[src/rtl/fp_round_pack_pkg.sv]
// Shared constants, classification codes and stage payload for fp_round_pack.
package fp_round_pack_pkg;

  localparam int unsigned EXP    = 8;
  localparam int unsigned FRAC   = 23;
  localparam int unsigned HEXP   = 5;
  localparam int unsigned HFRAC  = 10;
  localparam int unsigned MANT_W = FRAC + 4;
  localparam int unsigned FLAG_W = 5;
  localparam int unsigned WORD_W = 32;

  // Flag bit positions; bits 3 and 4 are carried through untouched.
  localparam int unsigned F_INEXACT   = 0;
  localparam int unsigned F_UNDERFLOW = 1;
  localparam int unsigned F_OVERFLOW  = 2;

  localparam logic [FLAG_W-1:0] FM_NX = FLAG_W'(1) << F_INEXACT;
  localparam logic [FLAG_W-1:0] FM_UF = FLAG_W'(1) << F_UNDERFLOW;
  localparam logic [FLAG_W-1:0] FM_OF = FLAG_W'(1) << F_OVERFLOW;

  localparam logic RM_RNE = 1'b0;
  localparam logic RM_RTZ = 1'b1;

  localparam logic [31:0] QNAN_S = 32'h7FC0_0000;
  localparam logic [15:0] QNAN_H = 16'h7E00;
  localparam logic [31:0] MAXF_S = 32'h7F7F_FFFF;
  localparam logic [15:0] MAXF_H = 16'h7BFF;
  localparam logic [31:0] INF_S  = 32'h7F80_0000;
  localparam logic [15:0] INF_H  = 16'h7C00;

  localparam int unsigned HALF_REBIAS = 112;

  typedef enum logic [2:0] {
    K_NORM = 3'd0,
    K_NAN  = 3'd1,
    K_INF  = 3'd2,
    K_ZERO = 3'd3,
    K_HOVF = 3'd4,
    K_HUNF = 3'd5
  } kind_t;

  // Stage-1 payload: unrounded word plus everything stage 2 needs to finish it.
  typedef struct packed {
    kind_t               kind;
    logic                sign;
    logic                mode_fp;
    logic                rtz;
    logic                inc;
    logic                inexact;
    logic [WORD_W-1:0]   base;
    logic [FLAG_W-1:0]   flags;
  } s1_t;

  // Place a signed magnitude into the single word or the low half of the word.
  function automatic logic [WORD_W-1:0] pack_signed(input logic mode_fp, input logic sign,
                                                    input logic [31:0] mag_s,
                                                    input logic [15:0] mag_h);
    if (mode_fp) return mag_s | {sign, 31'h0};
    return {16'h0, mag_h | {sign, 15'h0}};
  endfunction

endpackage

[src/rtl/fp_round_inc.sv]
// Rounding increment and inexact detection for one target format.
module fp_round_inc
  import fp_round_pack_pkg::*;
(
  input  logic lsb,
  input  logic g,
  input  logic s,
  input  logic round_mode,
  output logic inc,
  output logic inexact
);

  assign inc     = (round_mode == RM_RNE) ? (g & (s | lsb)) : 1'b0;
  assign inexact = g | s;

endmodule

[src/rtl/fp_round_pack.sv]
// Two-stage valid/ready round-and-pack of an unpacked FP result into single or half.
module fp_round_pack
  import fp_round_pack_pkg::*;
(
  input  logic              clk,
  input  logic              rst,
  input  logic              valid_in,
  output logic              ready_out,
  input  logic              sign_in,
  input  logic [EXP-1:0]    exp_in,
  input  logic [MANT_W-1:0] mant_in,
  input  logic [FLAG_W-1:0] flags_in,
  input  logic              mode_fp_in,
  input  logic              round_mode,
  output logic              valid_out,
  input  logic              ready_in,
  output logic [WORD_W-1:0] result,
  output logic [FLAG_W-1:0] flags_out,
  output logic              mode_fp_out
);

  logic              v1, v2, en1, en2;
  logic signed [9:0] e_h;
  logic              inc_s, nx_s, inc_h, nx_h;
  s1_t               s1_d, s1_q;
  logic [WORD_W-1:0] sum, res_d;
  logic [FLAG_W-1:0] flg_d;

  assign en2       = ~v2 | ready_in;
  assign en1       = ~v1 | en2;
  assign ready_out = en1;
  assign valid_out = v2;

  fp_round_inc u_inc_s (
    .lsb        (mant_in[3]),
    .g          (mant_in[2]),
    .s          (mant_in[1] | mant_in[0]),
    .round_mode (round_mode),
    .inc        (inc_s),
    .inexact    (nx_s)
  );

  fp_round_inc u_inc_h (
    .lsb        (mant_in[16]),
    .g          (mant_in[15]),
    .s          (|mant_in[14:0]),
    .round_mode (round_mode),
    .inc        (inc_h),
    .inexact    (nx_h)
  );

  // Stage 1: classify the tuple and build the unrounded word for the target format.
  always_comb begin
    e_h          = 10'(exp_in) - 10'(HALF_REBIAS);
    s1_d         = '0;
    s1_d.sign    = sign_in;
    s1_d.mode_fp = mode_fp_in;
    s1_d.rtz     = (round_mode == RM_RTZ);
    s1_d.flags   = flags_in;
    if (mode_fp_in) begin
      s1_d.base    = {sign_in, exp_in, mant_in[FRAC+2:3]};
      s1_d.inc     = inc_s;
      s1_d.inexact = nx_s;
    end else begin
      s1_d.base    = {16'h0, sign_in, e_h[HEXP-1:0], mant_in[FRAC+2 -: HFRAC]};
      s1_d.inc     = inc_h;
      s1_d.inexact = nx_h;
    end
    if (exp_in == '1)
      s1_d.kind = (mant_in[FRAC+2:3] != '0) ? K_NAN : K_INF;
    else if (exp_in == '0 && mant_in == '0)
      s1_d.kind = K_ZERO;
    else if (!mode_fp_in && e_h >= 10'sd31)
      s1_d.kind = K_HOVF;
    else if (!mode_fp_in && e_h <= 10'sd0)
      s1_d.kind = K_HUNF;
    else
      s1_d.kind = K_NORM;
  end

  // Stage 1 register.
  always_ff @(posedge clk or posedge rst) begin
    if (rst) begin
      v1   <= 1'b0;
      s1_q <= '0;
    end else if (en1) begin
      v1 <= valid_in;
      if (valid_in) s1_q <= s1_d;
    end
  end

  // Stage 2: apply the increment (carry ripples into the exponent) and resolve specials.
  always_comb begin
    sum   = s1_q.base + WORD_W'(s1_q.inc);
    res_d = sum;
    flg_d = s1_q.flags | (s1_q.inexact ? FM_NX : '0);
    unique case (s1_q.kind)
      K_NAN: begin
        res_d = s1_q.mode_fp ? QNAN_S : {16'h0, QNAN_H};
        flg_d = s1_q.flags;
      end
      K_INF: begin
        if (s1_q.flags[F_OVERFLOW] && s1_q.rtz)
          res_d = pack_signed(s1_q.mode_fp, s1_q.sign, MAXF_S, MAXF_H);
        else
          res_d = pack_signed(s1_q.mode_fp, s1_q.sign, INF_S, INF_H);
        flg_d = s1_q.flags;
      end
      K_ZERO: begin
        res_d = pack_signed(s1_q.mode_fp, s1_q.sign, 32'h0, 16'h0);
        flg_d = s1_q.flags;
      end
      K_HOVF: begin
        res_d = pack_signed(1'b0, s1_q.sign, 32'h0, s1_q.rtz ? MAXF_H : INF_H);
        flg_d = s1_q.flags | FM_OF | FM_NX;
      end
      K_HUNF: begin
        res_d = pack_signed(1'b0, s1_q.sign, 32'h0, 16'h0);
        flg_d = s1_q.flags | FM_UF | FM_NX;
      end
      default: begin
        // A rounding carry into the all-ones exponent lands exactly on Inf.
        if ((s1_q.mode_fp && sum[30:23] == '1) || (!s1_q.mode_fp && sum[14:10] == '1))
          flg_d = flg_d | FM_OF | FM_NX;
      end
    endcase
  end

  // Stage 2 register; outputs hold while the consumer stalls.
  always_ff @(posedge clk or posedge rst) begin
    if (rst) begin
      v2          <= 1'b0;
      result      <= '0;
      flags_out   <= '0;
      mode_fp_out <= 1'b0;
    end else if (en2) begin
      v2 <= v1;
      if (v1) begin
        result      <= res_d;
        flags_out   <= flg_d;
        mode_fp_out <= s1_q.mode_fp;
      end
    end
  end

endmodule
[config.mk]
export PLATFORM = sky130hd
export DESIGN_NAME = fp_round_pack
export DESIGN_NICKNAME = d
export VERILOG_FILES = /design/src/rtl/fp_round_pack_pkg.sv /design/src/rtl/fp_round_inc.sv /design/src/rtl/fp_round_pack.sv
export SDC_FILE = /design/constraint.sdc
export NUM_CORES = 1
export LEC_CHECK = 0
export BUFFER_PORTS_ARGS = -buffer_cell sky130_fd_sc_hd__clkbuf_2
export CAP_MARGIN = 30
export CORE_AREA = 2 2 106 108
export CTS_CLUSTER_DIAMETER = 40
export DETAILED_ROUTE_END_ITERATION = 10
export DIE_AREA = 0 0 108 110
export GPL_TIMING_DRIVEN = 0
export PLACE_DENSITY = 0.66
export REMOVE_ABC_BUFFERS = 1
export SETUP_SLACK_MARGIN = 0.1
export SLEW_MARGIN = 40
export SYNTH_ARGS = -nofsm -noshare
export SYNTH_HDL_FRONTEND = slang
export SYNTH_HIERARCHICAL = 1
export SYNTH_SLANG_ARGS = --single-unit
[constraint.sdc]
create_clock -name clk -period 4.3 [get_ports clk]
set_input_delay 0.215 -clock clk [delete_from_list [all_inputs] [get_ports clk]]
set_output_delay 0.215 -clock clk [all_outputs]
set_load 0.05 [all_outputs]
== Yosys cells after proc, flatten, opt, wreduce, memory -nomap -nowiden ==
Index checks and enable logic that the tools add are counted.
Word-level totals
  input bits: 47
  word-level logic and storage cells: 81
  output and inout bits: 40
  register bits: 85
Operators by class
  reductions and logical operators: 16
  add/subtract/negate cells: 2
  multiplexer cells: 27
  $lt $le $gt $ge: 2
  bitwise operators: 13
  equal/unequal tests: 8
Operators with widths (count)
  $mux W32: 7
  $pmux W32 S5: 1
  $mux W34: 1
  $add A32 B1 Y32: 1
  $mux W31: 1
  $logic_not A27 Y1: 1
  $reduce_bool A23 Y1: 1
  $eq A8 B8 Y1 const B: 2
  $or A15 B16 Y16: 1
  $mux W3: 5
  $pmux W5 S3: 1
  $reduce_or A15 Y1: 1
  $mux W11: 1
  $ge A9 B6 Y1 const B: 1
  $le A9 B1 Y1 const B: 1
  $mux W1: 9
  $sub A8 B7 Y9 const B: 1
  $logic_not A8 Y1: 1
  $or A1 B1 Y1: 7
  $eq A3 B2 Y1 const B: 2
  $eq A3 B3 Y1 const B: 2
  $logic_and A1 B1 Y1: 6
  $eq A5 B5 Y1 const B: 1
  $or A5 B1 Y5: 1
  8 further kinds: 12

== Logic depth before layout (Yosys ltp) ==
Gate-level depths: netlist of run 1.
  depth in word-level cells: 7
  mapped depth: 9
  gate-level depth less buffers: 8

== Hierarchy ==
The synthesis of run 1 kept the hierarchy.
Modules (own cells, without submodules)
  fp_round_pack: area each 4715.8 um^2, instances 1, cells an instance 548, sequential area each 2127.0 um^2
  fp_round_inc: area each 22.5 um^2, instances 2, cells an instance 3, sequential area each 0.0 um^2

== Worst setup path after synthesis of run 1 ==
Ideal clock, no wire load.
  kind: reg-to-reg
  start: reg s1_q[5] (netlist bit)
  end: reg flags_out[2]
  stages on the path, launching flop included: 9
  setup slack: 2.016 ns
  buffers on the path: 1
  setup time: 0.088 ns
  arrival: 2.195 ns
  period minus slack after synthesis: 2.284 ns
  data required time: 4.212 ns
  cell sequence: dfrtp_1 ha_1 ha_1 nand3_1 or4_1 buf_6 nor4_1 o311ai_1 a41oi_1
Between the ends
  word-level cells in the longest chain between the ends: 6
  elaborated cells on any way between the ends: 8
  those cells by class: add/sub (1); eq/ne (2); mux (2); reduce/logical (3)
Ends and longest elaborated chain
  start: declaration: line fp_round_pack.sv:25  | s1_t s1_d, s1_q;
  start signal: assignment: line fp_round_pack.sv:85  | s1_q <= '0;
  start signal: assignment: line fp_round_pack.sv:88  | if (valid_in) s1_q <= s1_d;
  $add A32 B1 Y32 (*): line fp_round_pack.sv:94  | sum = s1_q.base + WORD_W'(s1_q.inc);
  $eq A8 B8 Y1 or $eq A5 B5 Y1 (tied branches): line fp_round_pack.sv:123  | if ((s1_q.mode_fp && sum[30:23] == '1) || (!s1_q.mode_fp && sum[14:10] == '1))
  $logic_and A1 B1 Y1: line fp_round_pack.sv:123
  $logic_or A1 B1 Y1 (*): line fp_round_pack.sv:123
  $mux W3 (*): line fp_round_pack.sv:123
  $pmux W5 S3 (*): line fp_round_pack.sv:97  | unique case (s1_q.kind)
  end signal: assignment: line fp_round_pack.sv:140  | flags_out <= flg_d;
  end: declaration: line fp_round_pack.sv:18  | output logic [FLAG_W-1:0] flags_out,
Mark *: on every way between the ends. The rest lies on a longest branch, timed or not.
A chain may end at the register's enable or synchronous reset.

== Final worst setup path of run 1 ==
Same ends and word-level chain as after synthesis.

==> results of run 1 <==
## tightest hold or removal path, cell delays in order
cell      delay (ns)
clkbuf_2        0.07
nand2_1         0.04
nand2_1         0.04
## routing by layer
metal | track usage (%) | vias to the layer above | part of all wire, %
met5 | 0 | - | 0
met3 | 2.65 | 12 | 4.2
li1 | - | 2064 | -
met2 | 33.6 | 94 | 46
met4 | 7.51 | 0 | 1.4
met1 | 30.9 | 2012 | 48
## power by group
| part | internal, mW | total (mW) | switching, mW |
|---|---|---|---|
| Combinational | 0.212 | 0.798 | 0.587 |
| Sequential | 0.938 | 1.07 | 0.130 |
| Clock | 0.301 | 0.583 | 0.282 |
## synthesized netlist by cell type (all sizes together), types with 5 or more instances
cell / count
a31oi: 6
nor4: 12
nand3: 34
mux2i: 19
clkbuf: 25
nand2: 123
o21a: 6
and4: 5
dfrtp: 85
nand2b: 6
xnor2: 18
a21oi: 32
inv: 14
xor2: 11
nand4: 10
buf: 6
nor2: 43
ha: 8
nor3: 11
o21ai: 35
## metrics by stage
step / hold slack (ns) / instances / total power, mW / cell area (sq um)
after global routing: 0.0514 / 767 / 2.58 / 5520
after detailed placement: 0.183 / 750 / 1.89 / 5300
after CTS: 0.0261 / 767 / 2.46 / 5510
final: 0.0367 / 767 / 2.45 / 5520
after global placement: 0.411 / 749 / 1.86 / 5240
after floorplan: 0.320 / 523 / 1.64 / 4630
## cell type report
type | count | area [sq um] | share of cell area, %
clock inverters | 3 | 43.8 | 0.793
multi-input cells | 424 | 2490 | 45.1
flip-flops and latches | 85 | 2130 | 38.5
clock buffers | 13 | 159 | 2.88
well taps | 140 | 175 | 3.17
inverters | 14 | 57.6 | 1.04
repair buffers | 88 | 470 | 8.52
## worst max-delay path by stage
stage	end	cells past startpoint	from	slack [ns]
5_1_grt	flags_out[2]	7	s1_q[5]	1.33
6_report	flags_out[2]	7	s1_q[5]	1.58
4_1_cts	flags_out[2]	7	s1_q[5]	1.55
3_3_place_gp	s1_q[4]	2	rst	0.97
3_5_place_dp	flags_out[2]	7	s1_q[5]	1.58
2_1_floorplan	s1_q[10]	3	valid_out	1.69
## state kept, by name, indices dropped and copies added, names as in the netlist
signal / count
s1_q: 45
result: 32
flags_out: 5
mode_fp_out: 1
v1: 1
valid_out: 1
## kinds of logic after synthesis
| logic type | after synthesis | share of synthesized area, % |
|---|---|---|
| muxes | 19 | 3.99 |
| buffers and inverters | 45 | 3.81 |
| and+or+nand+nor | 266 | 27.3 |
| AOI/OAI and AO/OA | 102 | 12.8 |
| DFF | 85 | 44.7 |
| xor gates and xnor gates | 29 | 5.34 |
| adders and majority gates | 8 | 2.10 |
## repair_timing
item                                    4_1_cts  5_1_grt
hold buffers                                  1        0
endpoints found under the setup margin        0        0
hold endpoints to repair                     25        0
==> results by group, run 1 <==
Yosys
  – Area leader, netlist: dfrtp_1
  – Syn Std Cell Area: 4760 sq um
  – Post-synth ARST share: 100%
  – #FFs+latches synth: 85
  – Syn Inst Count: about 550
  – Distinct cell type count after synthesis: 57
  – EDFF count, synth: 0
  – Synth area leaders: dfrtp_1 45%, nand2_1 9.7%, mux2i_1 4.0%
  – YS warnings: 6
  – Area share of the largest cell type after synthesis: around 45%
  – Seq/Total Area, Yosys: 44.7%
  – Syn avg cell area: between 8 and 9 sq um
  – Most used DFF post-synth: dfrtp_1

STA
  – Final setup violation count: 0
  – Final worst-path cycle share: 63.3%
  – RSZ-0062 raised after global routing: false
  – Max-slew violation count: 0
  – Setup Skew: 0.00993 ns
  – Max Clk Rate: between 0.3 and 0.4 GHz
  – Setup TNS: 0 ns
  – Rel. slew slack: between 50% and 60%
  – Worst Tran Pin Value: 0.719 ns
  – Setup ws final: 1.58 ns
  – Final worst path period need: 2.72 ns
  – Endpoints failing hold: 0

Drt
  – Wire per inst: 15.8 um
  – First-pass DRT Iterations: 5
  – Remaining routing DRC violations: 0
  – Via count: between 4000 and 5000
  – Drt total wl: approximately 12 mm
  – DRT antenna net count: 0
  – DRT iter0 DRCs: 190
  – Via-to-Cell Ratio: around 5.5

Floorplanning
  – Starting Density: 44.5%
  – Ports: 87
  – Cell Rows: 38
  – Die area: 11900 sq um
  – Die X: between 100 and 150 um
  – Chip Height: 110 um
  – Core box area: around 11000 sq um

Critical path
  – CP delay by family, top: simple AND/OR/NAND/NOR gates
  – Reg2Reg Capture Point: flags_out[2]
  – Slowest CP cell: or4_1
  – Worst path bufs/invs: 0
  – Crit end category: flip-flop
  – Startpoint Class: flip-flop
  – Kind of critical path: reg -> reg
  – Critical path data arrival time: 3.00 ns
  – FF-to-FF setup slack: 1.58 ns
  – Critical path's most frequent cell: ha_1
  – Max FO, Critical Path: 8
  – Worst R2R Start: s1_q[5]
  – Crit-path cells: ha_1 > ha_1 > nand3_1 > or4_1 > nor4_1 > o311ai_1 > a41oi_1
  – Slowest stage delay, CP: 0.78 ns
  – Worst reg2reg path depth: 7
  – Worst Path Required: 4.57 ns

Power and ir drop
  – Pwr dens: 444 nW/um^2
  – Worst vdd ir: approximately 0.0002 V
  – Leakage power total: 2.56 nW

Clock tree
  – Resized cells post-CTS: 0
  – H-tree levels: 3
  – Post-CTS Setup Inserts: 0
  – CTS Sinks: 85
  – Root buffer cell: clkbuf_8
  – Clock latency on the worst-skew pair: approximately 0.36 ns
  – Clk buf depth: 2
  – Cts bufs inserted: 9
  – CTS clock-pin slew for the worst setup and hold paths: 0.08 ns
  – TritonCTS clock tree: built

Placed design
  – Dpl ws: 1.58 ns
  – IO Port Bufs: 86
  – DP HPWL: 8.92 mm
  – GP Congestion: between 0.9 and 1

Status
  – Status: complete, no violations

Layout
  – Commonest non-fill, non-tap cell in the layout: nand2_1
  – Fill count: 1061
  – Layout Utilization: 51.6%
  – Most frequent cells in the layout: 121 x nand2_1, 85 x dfrtp_1, 85 x clkbuf_2
  – Share of cells above drive strength 1: 19.1%
  – Nets: about 680
  – Synthesis-to-layout area growth: 16.0%
  – Antenna Cells: 0

Run
  – Max_cap viols: 0

Min path
  – HP Start: flags_in[4]
  – Hold Path Cell Cnt: 3
  – Min-Delay Endpoint: s1_q[4]
  – Worst hold-check path type: in -> reg

Global route
  – Pin count of the biggest net entering global routing: 61
  – Grt ovf: 0
  – Initial antenna violation count: 0
  – Tot GR Track Use: 21.5%
  – Vias in the first global route: around 3900
  – First-pass GRT wire length: ~20 mm
(Power assumes the default switching activity.)
==> run 2, diff against run 1 <==
==> constraint.sdc (replaced) <==
create_clock -name clk -period 2.8 [get_ports clk]
set_input_delay 0.14 -clock clk [delete_from_list [all_inputs] [get_ports clk]]
set_output_delay 0.14 -clock clk [all_outputs]
set_load 0.05 [all_outputs]
==> run 2 against run 1 <==
Core utilization grew 0.71 points. Clock power up 53%. Cell area up 1.4%. Sequential power grew 53%. Die area is the same. Clock-buffer cell count did not move. Critical path type unchanged. Highest routed layer unchanged.
==> results by group, run 2 (synthesis results as in run 1) <==
Layout
  – Share of cells above drive strength 1: 19.7% (was 19.1%)
  – Multi-input logic area: 2500 sq um (was 2490 sq um)
  – Most frequent cells in the layout: 121 x nand2_1, 85 x dfrtp_1, 85 x clkbuf_2 (unchanged)
  – Synthesis-to-layout area growth: 17.6% (was 16.0%)
  – Largest reg by FF count: s1_q (unchanged)
  – Reg area: 2130 sq um (unchanged)
  – Commonest non-fill, non-tap cell in the layout: nand2_1 (unchanged)
  – Antenna Cells: 0 (unchanged)
  – Largest register FFs: 45 (unchanged)
  – Nets: 684 (was 677)
  – Top flop regs: s1_q x45, result x32, flags_out x5 (unchanged)
  – Fill count: 1059 (was 1061)

Drt
  – Top layer in use: met4 (unchanged)
  – First-pass DRT Iterations: 5 (unchanged)
  – Met2 wire length: 5.64 mm (was 5.58 mm)
  – Wire per inst: 15.7 um (was 15.8 um)
  – Via-to-Cell Ratio: 5.43 (was 5.45)
  – Via count: 4201 (was 4182)
  – DRT antenna net count: 0 (unchanged)
  – Drt total wl: 12.2 mm (was 12.1 mm)
  – DRT iter0 DRCs: 184 (was 190)
  – Remaining routing DRC violations: 0 (unchanged)
  – Met3 WL post-DR: 589 um (was 515 um)
  – Wl on met1: 5.75 mm (was 5.86 mm)

STA
  – Endpoints failing hold: 0 (unchanged)
  – Max-slew violation count: 0 (unchanged)
  – Setup ws final: 0.347 ns (was 1.58 ns)
  – RSZ-0062 raised after global routing: false (unchanged)
  – Worst Tran Pin Value: 0.709 ns (was 0.719 ns)
  – Hold_ws: 0.0294 ns (was 0.0367 ns)
  – Final worst-path cycle share: 87.6% (was 63.3%)
  – Final setup violation count: 0 (unchanged)
  – Rel. slew slack: 52.8% (was 51.9%)
  – Max Clk Rate: 0.408 GHz (was 0.367 GHz)
  – Setup Skew: 0.00877 ns (was 0.00993 ns)
  – Final worst path period need: 2.45 ns (was 2.72 ns)

Clock tree
  – Root buffer cell: clkbuf_8 (unchanged)
  – TritonCTS clock tree: built (unchanged)
  – CTS Sinks: 85 (unchanged)
  – Clk buf depth: 2 (unchanged)
  – Clock latency on the worst-skew pair: 0.36 ns (about the same)
  – Cts bufs inserted: 9 (unchanged)
  – H-tree levels: 3 (unchanged)
  – CTS clock-pin slew for the worst setup and hold paths: 0.08 ns (about the same)

Placed design
  – Dpl ws: 0.0818 ns (was 1.58 ns)
  – DP HPWL: 8.92 mm (unchanged)
  – GP Congestion: 0.911 (unchanged)
  – IO Port Bufs: 86 (unchanged)

Power and ir drop
  – Leakage power total: 2.59 nW (was 2.56 nW)
  – Worst vdd ir: 0.000314 V (was 0.000204 V)
  – Overall power: 3.77 mW (was 2.45 mW)
  – Pwr dens: 673 nW/um^2 (was 444 nW/um^2)

Global route
  – Pin count of the biggest net entering global routing: 61 (unchanged)
  – Grt ovf: 0 (unchanged)
  – Initial antenna violation count: 0 (unchanged)
  – First-pass GRT wire length: 19.6 mm (about the same)
  – Tot GR Track Use: 21.5% (about the same)
  – Vias in the first global route: 3892 (was 3868)

Critical path
  – Kind of critical path: reg -> reg (unchanged)
  – Startpoint Class: flip-flop (unchanged)
  – Worst Path Required: 3.07 ns (was 4.57 ns)
  – Max FO, Critical Path: 6 (was 8)
  – Crit end category: flip-flop (unchanged)
  – Critical path data arrival time: 2.72 ns (was 3.00 ns)

Floorplanning
  – Starting Density: 44.5% (unchanged)
  – Die area: 11900 sq um (unchanged)
  – Chip Height: 110 um (unchanged)
  – Die X: 108 um (unchanged)
  – Ports: 87 (unchanged)
  – Cell Rows: 38 (unchanged)
  – Core box area: 10700 sq um (unchanged)

Min path
  – Worst hold-check path type: in -> reg (unchanged)

Status
  – Status: complete, no violations (unchanged)

Run
  – Max_cap viols: 0 (unchanged)
## run 2: timing repair
item,4_1_cts,5_1_grt
endpoints found under the hold margin,30,0
hold buffers,6,0
resized for setup,1,2
setup buffers,0,2
pin swaps,0,1
endpoints found under the setup margin,1,5
cloned,0,0
## run 2: worst max-delay path, stage by stage (launching register included)
cell	delay (ns)
dfrtp_1	0.37
ha_2	0.23
nand4_4	0.18
or4_1	0.71
nor3_1	0.35
o21ai_0	0.12
and3_1	0.18
o31ai_1	0.20
## run 2: cell type report
| type | count | share of cell area, % |
|---|---|---|
| Multi-Input combinational cell | 424 | 44.7 |
| Clock inverter | 3 | 0.782 |
| Clock buffer | 13 | 2.84 |
| Inverter | 14 | 1.03 |
| Sequential cell | 85 | 38.0 |
| Timing Repair Buffer | 95 | 9.57 |
| Tap cell | 140 | 3.13 |
## run 2: power breakdown
group	internal (mW)	switching (mW)	total (mW)
Combinational	0.330	0.902	1.23
Sequential	1.44	0.201	1.64
Clock	0.462	0.432	0.894
Total	2.23	1.53	3.77
## run 2: stage by stage
| stage | util (%) | cell area, sq um | setup TNS (ns) | std cells |
|---|---|---|---|---|
| floorplan | - | 4630 | 0 | 523 |
| global placement | 49.0 | 5240 | -38.33 | 749 |
| detailed placement | 49.5 | 5300 | 0 | 750 |
| CTS | 52.0 | 5560 | 0 | 772 |
| global route | 52.3 | 5600 | 0 | 774 |
| finish | 52.3 | 5600 | 0 | 774 |
## run 2: layer usage
layer / up-vias / track usage (%)
li1: 2077 / -
met1: 2004 / 30.6
met2: 108 / 33.6
met3: 12 / 2.88
met4: 0 / 7.78
met5: - / 0
## run 2: worst paths after layout
kind | start | endpoint | slack (ns) | depth (start not counted)
setup / recovery | s1_q[5] | result[23] | 0.35 | 7
hold / removal | exp_in[3] | s1_q[31] | 0.03 | 3
hold reg to reg | s1_q[1] | s1_q[1] | 0.48 | 2
setup reg to reg | s1_q[5] | result[23] | 0.35 | 7
max in group asynchronous | rst | s1_q[2] | 1.97 | 4
min in group asynchronous | rst | result[19] | 0.26 | 3
